## src/rtl/fetch_unit.sv

```systemverilog
// ---------------------------------------------------------------------------
// fetch_unit : instruction fetch stage.
//
// Fetches 32-bit instruction words from instruction memory over a req/ack
// handshake, buffers them in a DEPTH-entry prefetch queue and presents the
// queue head to the decoder with pre-split cond/op/funct/rd fields. A redirect
// (taken branch or PC write) flushes the queue and restarts fetch at the new
// address; a request already in flight at that moment completes on the bus
// and its data is thrown away.
//
// Optional feature (compile-time macro FETCH_BYPASS_EN):
//   defined   - with an empty queue, acked data is forwarded combinationally
//               to the head outputs in the ack cycle; if consumed in that
//               cycle it is never written to the queue.
//   undefined - acked data always passes through the queue (one cycle).
//
// Parameters:
//   DEPTH     prefetch queue entries (power of 2, >= 2)
//   RESET_PC  first fetch address after reset
//
// Ports:
//   clk_i, reset_i          clock, synchronous active-high reset
//   imem_req_o/imem_addr_o  request and word address, held until acked
//   imem_ack_i/imem_rdata_i single-cycle response strobe and data
//   redirect_valid_i/_pc_i  one-cycle redirect pulse and target
//   instr_valid_o/_ready_i  head handshake towards the decoder
//   instr_o, instr_pc_o     head word and its address
//   pc_plus8_o              instr_pc_o + 8 (R15 read value)
//   cond_o/op_o/funct_o/rd_o pre-split fields of instr_o
// ---------------------------------------------------------------------------
module fetch_unit #(
   parameter int          DEPTH    = 2,
   parameter logic [31:0] RESET_PC = 32'h0000_0000
) (
   input  logic        clk_i,
   input  logic        reset_i,
   output logic        imem_req_o,
   output logic [31:0] imem_addr_o,
   input  logic        imem_ack_i,
   input  logic [31:0] imem_rdata_i,
   input  logic        redirect_valid_i,
   input  logic [31:0] redirect_pc_i,
   output logic        instr_valid_o,
   input  logic        instr_ready_i,
   output logic [31:0] instr_o,
   output logic [31:0] instr_pc_o,
   output logic [31:0] pc_plus8_o,
   output logic [3:0]  cond_o,
   output logic [1:0]  op_o,
   output logic [5:0]  funct_o,
   output logic [3:0]  rd_o
);

   localparam int PTR_W = (DEPTH > 1) ? $clog2(DEPTH) : 1;
   localparam int CNT_W = PTR_W + 1;
   localparam logic [CNT_W-1:0] DEPTH_C = CNT_W'(DEPTH);

   typedef enum logic [1:0] {
      S_IDLE    = 2'd0,
      S_WAIT    = 2'd1,
      S_DISCARD = 2'd2
   } state_e;

   state_e             state_q, state_d;
   logic [31:0]        fetch_pc_q, fetch_pc_d;
   logic               req_q, req_d;
   logic [31:0]        addr_q, addr_d;
   logic [PTR_W-1:0]   rd_ptr_q, rd_ptr_d;
   logic [PTR_W-1:0]   wr_ptr_q, wr_ptr_d;
   logic [CNT_W-1:0]   count_q, count_d;
   logic [31:0]        word_q [DEPTH];
   logic [31:0]        pc_q   [DEPTH];

   logic               ack_s;
   logic               empty_s;
   logic               byp_s;
   logic               pop_s;
   logic               push_s;
   logic               space_s;
   logic [CNT_W-1:0]   count_after_s;
   logic               head_valid_s;
   logic [31:0]        head_instr_s;
   logic [31:0]        head_pc_s;

   // An ack only counts while a request is actually outstanding.
   assign ack_s   = imem_ack_i & req_q;
   assign empty_s = (count_q == {CNT_W{1'b0}});
   assign pop_s   = ~empty_s & instr_ready_i;

`ifdef FETCH_BYPASS_EN
   assign byp_s        = empty_s & ack_s & (state_q == S_WAIT) & ~redirect_valid_i;
   assign head_valid_s = ~empty_s | byp_s;
   assign head_instr_s = byp_s ? imem_rdata_i : word_q[rd_ptr_q];
   assign head_pc_s    = byp_s ? addr_q : pc_q[rd_ptr_q];
`else
   assign byp_s        = 1'b0;
   assign head_valid_s = ~empty_s;
   assign head_instr_s = word_q[rd_ptr_q];
   assign head_pc_s    = pc_q[rd_ptr_q];
`endif

   // A bypassed word that is consumed in its ack cycle never occupies a slot.
   assign push_s        = ack_s & (state_q == S_WAIT) & ~redirect_valid_i & ~(byp_s & instr_ready_i);
   assign count_after_s = count_q + CNT_W'(push_s) - CNT_W'(pop_s);
   // Issuing only while a slot is still free after this cycle keeps
   // count + in-flight <= DEPTH, so a later push can never overflow.
   assign space_s       = (count_after_s < DEPTH_C);

   assign instr_valid_o = head_valid_s;
   assign instr_o       = head_instr_s;
   assign instr_pc_o    = head_pc_s;
   assign pc_plus8_o    = head_pc_s + 32'd8;
   assign cond_o        = head_instr_s[31:28];
   assign op_o          = head_instr_s[27:26];
   assign funct_o       = head_instr_s[25:20];
   assign rd_o          = head_instr_s[15:12];
   assign imem_req_o    = req_q;
   assign imem_addr_o   = addr_q;

   // Next-state logic for the fetch FSM, bus request and queue bookkeeping.
   always_comb begin
      state_d    = state_q;
      fetch_pc_d = fetch_pc_q;
      req_d      = req_q;
      addr_d     = addr_q;
      rd_ptr_d   = rd_ptr_q;
      wr_ptr_d   = wr_ptr_q;
      count_d    = count_q;
      if (redirect_valid_i) begin
         fetch_pc_d = {redirect_pc_i[31:2], 2'b00};
         rd_ptr_d   = {PTR_W{1'b0}};
         wr_ptr_d   = {PTR_W{1'b0}};
         count_d    = {CNT_W{1'b0}};
         case (state_q)
            S_IDLE: begin
               state_d = S_WAIT;
               req_d   = 1'b1;
               addr_d  = {redirect_pc_i[31:2], 2'b00};
            end
            S_WAIT, S_DISCARD: begin
               if (ack_s) begin
                  state_d = S_WAIT;
                  req_d   = 1'b1;
                  addr_d  = {redirect_pc_i[31:2], 2'b00};
               end else begin
                  // Old request stays on the bus until its ack arrives.
                  state_d = S_DISCARD;
               end
            end
            default: begin
               state_d = S_IDLE;
               req_d   = 1'b0;
            end
         endcase
      end else begin
         rd_ptr_d = pop_s  ? rd_ptr_q + PTR_W'(1'b1) : rd_ptr_q;
         wr_ptr_d = push_s ? wr_ptr_q + PTR_W'(1'b1) : wr_ptr_q;
         count_d  = count_after_s;
         case (state_q)
            S_IDLE: begin
               if (space_s) begin
                  state_d = S_WAIT;
                  req_d   = 1'b1;
                  addr_d  = fetch_pc_q;
               end else begin
                  state_d = S_IDLE;
               end
            end
            S_WAIT: begin
               if (ack_s) begin
                  fetch_pc_d = addr_q + 32'd4;
                  if (space_s) begin
                     state_d = S_WAIT;
                     req_d   = 1'b1;
                     addr_d  = addr_q + 32'd4;
                  end else begin
                     state_d = S_IDLE;
                     req_d   = 1'b0;
                  end
               end else begin
                  state_d = S_WAIT;
               end
            end
            S_DISCARD: begin
               if (ack_s) begin
                  state_d = S_WAIT;
                  req_d   = 1'b1;
                  addr_d  = fetch_pc_q;
               end else begin
                  state_d = S_DISCARD;
               end
            end
            default: begin
               state_d = S_IDLE;
               req_d   = 1'b0;
            end
         endcase
      end
   end

   // State, request and queue registers; queue storage written on push.
   always_ff @(posedge clk_i) begin
      if (reset_i) begin
         state_q    <= S_IDLE;
         fetch_pc_q <= RESET_PC;
         req_q      <= 1'b0;
         addr_q     <= RESET_PC;
         rd_ptr_q   <= {PTR_W{1'b0}};
         wr_ptr_q   <= {PTR_W{1'b0}};
         count_q    <= {CNT_W{1'b0}};
         for (int i = 0; i < DEPTH; i++) begin
            word_q[i] <= 32'h0000_0000;
            pc_q[i]   <= 32'h0000_0000;
         end
      end else begin
         state_q    <= state_d;
         fetch_pc_q <= fetch_pc_d;
         req_q      <= req_d;
         addr_q     <= addr_d;
         rd_ptr_q   <= rd_ptr_d;
         wr_ptr_q   <= wr_ptr_d;
         count_q    <= count_d;
         if (push_s) begin
            word_q[wr_ptr_q] <= imem_rdata_i;
            pc_q[wr_ptr_q]   <= addr_q;
         end else begin
            word_q[wr_ptr_q] <= word_q[wr_ptr_q];
         end
      end
   end

endmodule

```

## config.mk

```make
export PLATFORM = sky130hd
export DESIGN_NAME = fetch_unit
export DESIGN_NICKNAME = d
export VERILOG_FILES = /design/src/rtl/fetch_unit.sv
export SDC_FILE = /design/constraint.sdc
export NUM_CORES = 1
export LEC_CHECK = 0
export ABC_AREA = 0
export ABC_CLOCK_PERIOD_IN_PS = 4710
export CAP_MARGIN = 20
export CORE_MARGIN = 4
export CORE_UTILIZATION = 52
export DETAILED_ROUTE_END_ITERATION = 10
export PLACE_DENSITY = 0.85
export SETUP_SLACK_MARGIN = 0.2
export SYNTH_ARGS = -nofsm -noshare
export SYNTH_HDL_FRONTEND = slang
export SYNTH_SLANG_ARGS = --single-unit
```

## constraint.sdc

```tcl
create_clock -name clk_i -period 4.71 [get_ports clk_i]
set_input_delay 0.942 -clock clk_i [delete_from_list [all_inputs] [get_ports clk_i]]
set_output_delay 0.942 -clock clk_i [all_outputs]
set_load 0.01 [all_outputs]
```

Word-level counts from Yosys, hierarchy flattened
Memory sizes are Yosys's and may differ from the RTL's. A register that Yosys moved wholly into a read port is not among the register bits.
Cells that the tools add are included.
{"block": "word_totals", "ff_bits": 71, "ram_bits": 128, "inputBits": 69, "word_cells": 90, "n_memories": 2}
{"name": "pc_q", "words": 2, "width": 32, "rd": 1, "rd_clocked_by_memory_dff": 1, "wr": 2, "line": "72", "text": "logic [31:0] pc_q [DEPTH];"}
{"name": "word_q", "words": 2, "width": 32, "rd": 1, "rd_clocked_by_memory_dff": 1, "wr": 2, "line": "71", "text": "logic [31:0] word_q [DEPTH];"}
{"block": "classes", "n_addsub": 6, "n_lt_le_gt_ge": 1, "eq_ne": 9, "muxes": 43, "n_bitwise": 7, "n_reduce_logical": 14}
{"op": "$mux W32", "n": 12}
{"op": "$pmux W32 S3", "n": 1}
{"op": "$pmux W32 S2", "n": 1}
{"op": "$reduce_or A32 Y1", "n": 2}
{"op": "$add A32 B3 Y32 const B", "n": 1}
{"op": "$add A32 B4 Y32 const B", "n": 1}
{"op": "$mux W1", "n": 22}
{"op": "$ne A3 B3 Y1 const B", "n": 5}
{"op": "$reduce_and A2 Y1", "n": 4}
{"op": "$reduce_and A7 Y1", "n": 1}
{"op": "$mux W2", "n": 3}
{"op": "$pmux W2 S3", "n": 1}
{"op": "$and A1 B1 Y1", "n": 4}
{"op": "$logic_not A2 Y1", "n": 2}
{"op": "$pmux W2 S2", "n": 1}
{"op": "$reduce_bool A2 Y1", "n": 2}
{"op": "$reduce_bool A4 Y1", "n": 1}
{"op": "$reduce_or A2 Y1", "n": 2}
{"op": "$ne A3 B1 Y1 const B", "n": 1}
{"op": "$pmux W1 S3", "n": 1}
{"op": "$add A1 B1 Y1 const B", "n": 2}
{"op": "$add A2 B1 Y2", "n": 1}
{"op": "$eq A2 B1 Y1 const B", "n": 1}
{"op": "$eq A2 B2 Y1 const B", "n": 1}
{"op": "6 further kinds", "n": 7}

Longest topological paths before layout
Gate-level depths: netlist of the first run.
{"block": "logic_depth", "word_depth": 10, "ltp_mapped": 18, "ltp_nobuf": 13}

Worst setup path before layout of the first run
Ideal clock, no wire load.
{"block": "synth_timing", "kind": "register to output", "startpoint": "reg (tool-made name)", "endpoint": "out pc_plus8_o[27]", "arrival_time_ns": 3.534, "setup_slack_ns": 0.234, "stages_incl_launch_ff": 13, "path_buffers": 4, "path_cell_list": "dfxtp_1 buf_2 buf_1 clkbuf_1 clkbuf_1 mux2i_1 inv_1 ha_1 inv_1 a211oi_1 nand3_1 a2111oi_0 xnor2_1"}
{"item": "end, declared", "line": "47", "text": "output logic [31:0] pc_plus8_o,"}

==> results of run 1 <==
[cells by family (layout without fill, tap and decap cells)]
logic type	after synthesis	in the layout
buf+inv	130	294
xor+xnor	41	41
flops	200	200
simple gates	400	400
compound gates	205	205
mux	67	67
fa+ha+maj	8	8
[sequential cells by signal, indices dropped and copies added, names as in the netlist, named ones only]
register	flops
state_q	2
wr_ptr_q	1
fetch_pc_q	32
count_q	2
pc_q	64
word_q	64
rd_ptr_q	1
imem_addr_o	32
imem_req_o	1
[metrics by stage]
step	instance area (sq um)	setup slack, ns
final	13500	0.393
after global routing	13500	0.263
after CTS	13500	0.290
after detailed placement	12900	0.349
after global placement	12900	0.480
after floorplan	10800	0.234
[tightest hold or removal path, delay by kind of cell (launching register included)]
kind / cells / cell delay [ns]
DFF: 1 / 0.32
and+or+nand+nor: 1 / 0.05
AOI/OAI and AO/OA: 1 / 0.05
[worst max path at each step]
stage | from | cells after the start | endpoint | slack, ns
final | flip-flop | 8 | pc_plus8_o[27] | 0.39
after global routing | flip-flop | 9 | pc_plus8_o[27] | 0.26
after CTS | flip-flop | 8 | pc_plus8_o[27] | 0.29
after detailed placement | flip-flop | 7 | pc_plus8_o[27] | 0.35
after global placement | flip-flop | 7 | pc_plus8_o[27] | 0.48
after floorplan | flip-flop | 12 | pc_plus8_o[27] | 0.23
[report_power, final]
group | switching (uW) | total (uW) | internal (uW)
sequential | 164 | 2130 | 1970
clock | 747 | 1520 | 773
combinational | 417 | 803 | 386
total | 1330 | 4450 | 3130
[metal layers]
metal	GRT usage, %	vias to the layer above
met1	33.1	4281
met3	4.61	47
met5	0	-
li1	-	4115
met4	6.72	0
met2	43.0	535
[cells in the mapped netlist (6+ instances only)]
library cell  number
a211oi_1          20
a21oi_1           55
a221oi_1           7
a22oi_1           10
and2_1           131
and3_1             7
buf_1              6
buf_2             10
buf_4             24
clkbuf_1          54
dfxtp_1           72
edfxtp_1         128
ha_1               8
inv_1             25
mux2_2            51
mux2i_1           16
nand2_1           52
nand2b_1          14
nand3_1           24
nand3b_1           6
nand4_1           24
nor2_1            58
nor3_1            29
nor4_1            21
o21a_1             9
o21ai_0           34
o22ai_1            8
o31ai_1            6
o32ai_1            9
xnor2_1           27
xor2_1            13
[cell type report]
cell class / count / area share [%]
multi-input combinational: 721 / 36.0
clock inverter: 15 / 1.45
sequential: 200 / 39.0
inverter: 26 / 0.720
timing repair buffer: 236 / 17.2
clock buffer: 17 / 3.14
tap: 270 / 2.49
[timing repair]
action | 4_1_cts | 5_1_grt
gates resized for setup | 3 | 3
hold endpoints to repair | 0 | 0
pin swaps | 0 | 0
hold buffers | 0 | 0
setup endpoints to repair | 5 | 1
==> flow_summary_export.csv, run 1 <==
group,metric,value,unit
pwr,power_density,329,nW/um^2
clock_network,ctsRootBufferMaster,"clkbuf_16",
sta,finalSetupTns,0,ns
synth,synthXorXnorAreaFrac,3.46,%
job,number_of_max_cap_violations,0,
clock_network,clock-sinks,200,
synth,syn-num-nets,1128,
clock_network,cts_post_setup_buffers_inserted,0,
synth,postSynthAreaPerCell,10.3,sq um
layout,final.fill_count,1540,
critical_path,crit_path_cell_trace,"buf_6 -> buf_6 -> nand4_1 -> a21oi_1 -> nand2_1 -> a2111oi_1 -> xnor2_1 -> clkdlybuf4s50_1",
layout,mostFrequentLayoutCell,"clkdlybuf4s50_1",
layout,multi_input_area,4880,sq um
routing,dr.first_iter.drc_count,1105,
sta,worst_pin_slew,1.03,ns
global_routing,grt_pass1_wl,46800,um
layout,mostFrequentLayoutCells,"clkdlybuf4s50_1, and2_1, edfxtp_1",
sta,final-setup-viol-count,0,
die,initial_cell_density_of_the_core,53.2,%
die,pin_count,215,
global_routing,grt_max_degree,77,
sta,rsz_0062_raised_after_global_routing,"no",
clock_network,tritoncts.num_buffers,17,
worst_hold_path,holdCritStartpoint,"fetch_pc_q[0]$_SDFFE_PP0N_",
pwr,vdd.ir_drop.worst,0.262,mV
clock_network,cts_max_level,4,
sta,drv_slew,0,
routing,topRoutingLayerUsed,"met4",
routing,route.layer.met1.wl,12100,um
sta,finalHoldWorstSlack,0.461,ns
layout,ff_latch_area,5290,sq um
critical_path,timing.rr.end,"imem_addr_o[31]$_SDFFE_PP0P_",
critical_path,critical_path_arrival,3.38,ns
critical_path,critical-path-top-delay-family,"buffers and inverters",
critical_path,buffering_stage_count_on_the_worst_path_with_inverters_included,3,
global_routing,grt_util_all_layers,25.1,%
routing,drt_first_pass_iters,7,
synth,synth_simple_gate_area_share,20.8,%
global_routing,via_count_of_the_first_global_routing_pass,8581,
global_routing,initial_antenna_violation_count,0,
layout,area.growth.synth_to_final,25.5,%
run_status,outcome,"complete, no violations",
synth,synth_compound_area_share,12.9,%
synth,synth-edff-count,128,
critical_path,timing.critical_path.to_type,"primary output",
clock_network,tritoncts,"yes",
sta,final_hold_violation_count,0,
synth,post-synth-top-area-fraction,35.6,%
critical_path,required_time_of_the_critical_path,3.77,ns
synth,synth.cell_area,10800,sq um
sta,timing.max_slew.rel_slack,31.1,%
critical_path,criticalPathCategory,"flip-flop to primary output",
layout,finish.utilization,66.7,%
routing,antenna_violating_nets_post_route,0,
synth,synthDistinctLibCells,71,
routing,drt-vias-per-instance,6.05,
critical_path,crit_top_cell,"buf_6",
routing,met3_layer_wire_length_in_the_routed_design,2720,um
die,die_width,152,um
synth,combinational_family_with_the_most_area_after_synthesis,"simple AND/OR/NAND/NOR gates",
sta,fmaxAchievable,0.232,GHz
synth,synth_warnings,0,
worst_hold_path,hold_path_class,"flip-flop to flip-flop",
layout,finalNetCount,1279,
synth,yosys_most_used_dff,"edfxtp_1",
synth,synthDominantAreaCellType,"edfxtp_1",
synth,synth.ff_latch_count,200,
critical_path,reg2reg_setup_slack,1.58,ns
die,die_y,152,um
sta,final.min_clock_period,4.32,ns
routing,post-route-drc-count,0,
die,design.die.area,23100,sq um
clock_network,insertion_delay_to_the_later_sink_of_the_worst_skew_pair,0.44,ns
die,core_region_area,20300,sq um
placed_design,finalWeightedCongestion,0.864,
sta,clock_skew,0.0121,ns
synth,synth.yosys.seq_area_share,48.9,%
sta,final_min_period_over_clock_period,91.7,%
synth,synth.area.top_cells,"edfxtp_1, dfxtp_1, and2_1",
worst_hold_path,hold_path_end,"imem_addr_o[0]$_SDFFE_PP0P_",
placed_design,hpwlAfterDp,20300,um
global_routing,grt-ovfl-total,0,
worst_hold_path,min_delay_path_depth,2,
critical_path,r2r-start,"state_q[1]$_SDFF_PP0_",
placed_design,place_inst,1453,
clock_network,ctsLongestPathBuffers,2,
critical_path,crit_path_top_delay_cell,"clkdlybuf4s50_1",
layout,final_layout_size_suffix_gt1_share,11.7,%
routing,drt_wl_total,30300,um
routing,vias,8978,
die,num_rows,52,
placed_design,place.port_buffers,212,
synth,synth-adder-area-share,0.927,%
synth,synth_cells,1051,
routing,post_drt_wl_per_cell,20.4,um
pwr,power.total,4450,uW
critical_path,critical_path_peak_fanout,32,
pwr,power.static_leakage,0.00479,uW
critical_path,r2r_cells,14,
critical_path,cp_max_stage_delay,0.56,ns
layout,final_cell_count_no_fill,1485,
routing,met2_length,15000,um
clock_network,clkTransAtPathRegs,0.08,ns
layout,antennaDiodeCount,0,
synth,synthArstFlopShare,0,%
synth,post_synth_mux_area_share,6.80,%
critical_path,cp-start-kind,"flip-flop",
Note: power is estimated with default switching activity, not from simulation.
==> inputs of run 2 (changes only) <==
- SKIP_LAST_GASP: not set -> 1
==> results of run 2 <==
Same layout as run 1: the final DEF is identical, and so are final timing and power.
